### src/rtl/lane_serializer.sv
// Parallel-to-serial lane transmitter: takes one P-lane word per handshake and
// emits the kept lanes lowest-index first over a W-bit valid/ready stream.

module lane_ser_cell #(
   parameter int W = 8
) (
   input  logic         mask_i,
   input  logic         below_i,
   input  logic [W-1:0] lane_i,
   output logic         below_o,
   output logic         sel_o,
   output logic [W-1:0] data_o
);
   // A lane is selected when it is pending and no lower lane is pending.
   assign sel_o   = mask_i & ~below_i;
   assign below_o = below_i | mask_i;
   assign data_o  = sel_o ? lane_i : '0;
endmodule

module lane_serializer #(
   parameter int P  = 4,
   parameter int W  = 8,
   parameter int CW = (P > 1) ? $clog2(P) : 1
) (
   input  logic            clk,
   input  logic            rst_n,
   input  logic            in_valid,
   output logic            in_ready,
   input  logic [P*W-1:0]  in_data,
   input  logic [P-1:0]    in_keep,
   output logic            out_valid,
   input  logic            out_ready,
   output logic [W-1:0]    out_data,
   output logic [CW-1:0]   out_lane,
   output logic            out_last
);
   typedef enum logic {IDLE, SEND} state_e;

   state_e             state_q, state_d;
   logic [P*W-1:0]     buf_q, buf_d;
   logic [P-1:0]       mask_q, mask_d;
   logic               out_valid_q, out_valid_d;
   logic [W-1:0]       out_data_q, out_data_d;
   logic [CW-1:0]      out_lane_q, out_lane_d;
   logic               out_last_q, out_last_d;

   logic               accept, beat;
   logic [P:0]         below;
   logic [P-1:0]       sel;
   logic [P-1:0][W-1:0] lane_dat;

   assign beat     = out_valid_q && out_ready;
   assign in_ready = rst_n && ((state_q == IDLE) || (beat && out_last_q));
   assign accept   = in_valid && in_ready;

   always_comb begin
      state_d = state_q;
      buf_d   = buf_q;
      mask_d  = mask_q;
      if (beat) begin
         // Clearing the lowest set bit retires the lane just sent.
         mask_d = mask_q & (mask_q - P'(1));
         if (out_last_q) state_d = IDLE;
      end
      if (accept) begin
         buf_d   = in_data;
         mask_d  = in_keep;
         state_d = (|in_keep) ? SEND : IDLE;
      end
   end

   // Lane picker runs on next-state mask/buffer so the outputs can be registered.
   assign below[0] = 1'b0;
   for (genvar g = 0; g < P; g++) begin : g_lane
      lane_ser_cell #(.W(W)) u_cell (
         .mask_i  (mask_d[g]),
         .below_i (below[g]),
         .lane_i  (buf_d[g*W +: W]),
         .below_o (below[g+1]),
         .sel_o   (sel[g]),
         .data_o  (lane_dat[g])
      );
   end

   always_comb begin
      out_data_d = '0;
      out_lane_d = '0;
      for (int i = 0; i < P; i++) begin
         out_data_d = out_data_d | lane_dat[i];
         if (sel[i]) out_lane_d = CW'(i);
      end
      out_valid_d = (state_d == SEND);
      out_last_d  = below[P] && ((mask_d & (mask_d - P'(1))) == '0);
   end

   always_ff @(posedge clk or negedge rst_n) begin
      if (!rst_n) begin
         state_q     <= IDLE;
         buf_q       <= '0;
         mask_q      <= '0;
         out_valid_q <= 1'b0;
         out_data_q  <= '0;
         out_lane_q  <= '0;
         out_last_q  <= 1'b0;
      end else begin
         state_q     <= state_d;
         buf_q       <= buf_d;
         mask_q      <= mask_d;
         out_valid_q <= out_valid_d;
         out_data_q  <= out_data_d;
         out_lane_q  <= out_lane_d;
         out_last_q  <= out_last_d;
      end
   end

   assign out_valid = out_valid_q;
   assign out_data  = out_data_q;
   assign out_lane  = out_lane_q;
   assign out_last  = out_last_q;
endmodule

### config.mk
export PLATFORM = sky130hd
export DESIGN_NAME = lane_serializer
export DESIGN_NICKNAME = d
export VERILOG_FILES = /design/src/rtl/lane_serializer.sv
export SDC_FILE = /design/constraint.sdc
export NUM_CORES = 1
export LEC_CHECK = 0
export CORE_UTILIZATION = 45
export CTS_BUF_LIST = sky130_fd_sc_hd__clkbuf_4
export DETAILED_ROUTE_END_ITERATION = 7
export GPL_TIMING_DRIVEN = 0
export PLACE_DENSITY = 0.68
export SETUP_SLACK_MARGIN = 0.2
export SYNTH_ARGS = -nofsm -noshare
export SYNTH_HDL_FRONTEND = slang
export SYNTH_SLANG_ARGS = --single-unit
### constraint.sdc
create_clock -name clk -period 1.88 [get_ports clk]
set_input_delay 0.282 -clock clk [delete_from_list [all_inputs] [get_ports clk]]
set_output_delay 0.282 -clock clk [all_outputs]
set_load 0.01 [all_outputs]
==> run metrics <==
routability cong.=0.809; Leak Pwr=1.61 nW; CTS tree=yes; drt first pass iters=4; via/cell ratio=5.93; Crit Path Category=input port to flip-flop; GRT overflow=0; core area=5200 sq um; Worst-path clk slew=0.17 ns; fin cells=443; Final period util=91.8%; Final #Nets=412; starting density of the core=47.7%; Synth Instances=292; Die ar.=5820 sq um; GR Layer Usage met3=5.99%; min-delay worst type=input port to flip-flop; synth top area cells=dfrtp_1 (48%), nand2_1 (17%), a21oi_1 (5.4%); Antenna Cells=0; Synth Register Bits=48; RSZ-0062 raised after global routing=yes; vias in the first global route=2583; Hold Path Depth=3; Synth Cell Area=2480 sq um; die width=76.3 um; Root Driver=clkbuf_4; Final TNS setup=0 ns; routed wire length=8380 um; GRT Overall Usage=30.0%; Post-DP Area=3110 sq um; global-route wire length before repair=13300 um; Tmin final=1.73 ns; Routed WL per cell=18.9 um; MaxCap Viol Count=0; IO buf count=52; Synth cell types=40; R2R depth=6; Setup crit start kind=input port; setup slack at placement=-0.484 ns; status=finished clean; H-Tree Depth=2; power density cells=1390 nW/um^2; IR drop worst, VDD=0.733 mV; count of final setup violators=0; Skew-Pair Late Insertion Delay=0.39 ns; Area Growth Syn to Fin=44.7%; Worst EP required=2.17 ns; clk_skew=0.0260 ns; post-synth top area share=48.4%; Hold Vio Cnt, Final=0; chip height=76.3 um; Worst Tran Pin Value=0.621 ns; post-synthesis sequential area ratio=48.4%; met1 GRT Util=38.1%; pin count of the biggest net entering global routing=36; DP Cell Count=415; initial antenna violation count=0; CP Data Arrival Time=2.01 ns; clk sinks=48; FMAX=579 MHz; slew margin rel.=58.5%; nature of the critical path endpoint=flip-flop; GR Util met2=49.5%; YS warnings=0; initial DRC count=252; clock tree buffer depth=2; CTS Buf Count=5; Layout Cell Area excl Fill=3590 sq um; Vias=2628; fraction of layout cells with a size suffix above 1=19.0%; syn nets=332; Final Core Density=69.1%; Syn Area/Cell=8.51 sq um; ANT nets after route=0; post-route setup slack=0.154 ns; final slew viol count=0; GRT busiest layer=met2; Rows=26; Synth area leader=dfrtp_1; residual DRC count=0; DP HPWL=4900 um; maximum fanout along the worst path=10; I/O pin count=53
## timing repair
item / CTS / global route
hold buffers: 2 / 0
hold endpoints to repair: 13 / 0
gates cloned: 2 / 1
setup buffers: 10 / 5
endpoints found under the setup margin: 45 / 43
pin swaps: 3 / 6
resized for setup: 38 / 31
## Yosys cell counts
master	instances
o21a_1	1
nor4b_1	1
nor4b_2	1
nor3_1	2
o22ai_1	1
dfrtp_1	48
o21ai_0	15
a21oi_1	27
nor2_1	3
xor2_1	1
buf_6	1
maj3_1	1
or3_1	1
a31oi_1	1
mux2i_1	1
inv_1	4
xnor2_1	1
nor4bb_1	1
and2_1	1
nor3b_2	1
nand2_1	110
o21ai_1	1
a21bo_1	1
nand4bb_1	2
and3_1	1
mux2_2	3
a211o_1	1
o211ai_1	8
buf_1	1
or2_2	1
nand4b_1	2
a32o_1	1
nand3_1	2
a21boi_0	1
a221oi_1	8
a32oi_1	8
a2111o_1	1
nand3b_1	9
clkbuf_1	12
buf_2	6
## cells by family after synthesis
group | count (synthesis) | share of synthesized area, %
flip-flops | 48 | 48.4
AND/OR/NAND/NOR | 138 | 25.1
adder cells (fa/ha/maj) | 1 | 0.403
multiplexers | 4 | 1.76
AO/OA/AOI/OAI | 75 | 19.4
buffers and inverters | 24 | 4.23
XOR/XNOR | 2 | 0.705
## final cells by class
class / count / area (sq um)
fill: 446 / 1610
multi-input combinational: 223 / 1380
sequential: 48 / 1200
timing repair buffer: 70 / 699
buffer: 20 / 121
tap: 70 / 87.6
clock inverter: 3 / 46.3
clock buffer: 5 / 37.5
inverter: 4 / 15.0
## power by group
| group | leakage [nW] | internal [mW] | switching (mW) | total [mW] |
|---|---|---|---|---|
| sequential | 0.598 | 1.53 | 0.253 | 1.78 |
| clock | 0.0418 | 0.285 | 0.371 | 0.656 |
| combinational | 0.967 | 1.22 | 1.34 | 2.55 |
| total | 1.61 | 3.03 | 1.96 | 4.99 |
## through the flow
stage               power [mW]  hold slack, ns
finish                    4.99           0.430
global route              5.29           0.434
CTS                       4.70           0.425
detailed placement        3.64           0.227
global placement          3.59           0.452
floorplan                 2.89         -0.0136
## critical path: stages
cell and delay [ns]:
clkdlybuf4s50_1 0.64, clkbuf_1 0.44, o21ai_0 0.14, o21ai_0 0.09
o21ai_0 0.14, a32o_2 0.27
## registers in the layout, summed over array words and instances (netlist names)
signal     count
out_last       1
out_lane       2
out_valid      1
mask_q         4
out_data       8
buf_q         32
## final timing paths
path,start,to,slack (ns)
worst min-delay path,in_data[23],buf_q[23]$_DFF_PN0_,0.43
worst max register to register,out_valid$_DFFE_PN0P_,out_data[5]$_DFF_PN0_,0.19
min in group asynchronous,rst_n,buf_q[26]$_DFF_PN0_,0.47
worst min register to register,buf_q[28]$_DFF_PN0_,buf_q[28]$_DFF_PN0_,0.49
worst max-delay path,in_keep[1],out_last$_DFF_PN0_,0.15
max in group asynchronous,rst_n,mask_q[0]$_DFF_PN0_,0.34
## routing by layer
metal,up-vias,wire length [um],share of wire [%]
li1,1193,-,-
met1,1279,3480,42
met2,130,4030,48
met3,26,654,7.8
met4,0,211,2.5
met5,-,0,0
## layout by cell type, fill, tap and decap left out, drive strengths merged, types with 2 or more instances in the layout
cell           count
dlygate4sd3        2
mux2               4
nand4bb            2
o22ai              2
clkdlybuf4s50     47
nand3              2
dfrtp             48
nand3b             9
inv                5
nor4b              2
nor3b              2
o21ai             16
nor2               3
o211ai             8
clkbuf            19
buf               24
a32oi              8
nand2            110
nand4b             2
nor3               2
dlygate4sd2        2
a221oi             8
a21oi             27
Power figures use the tool's default switching activity.
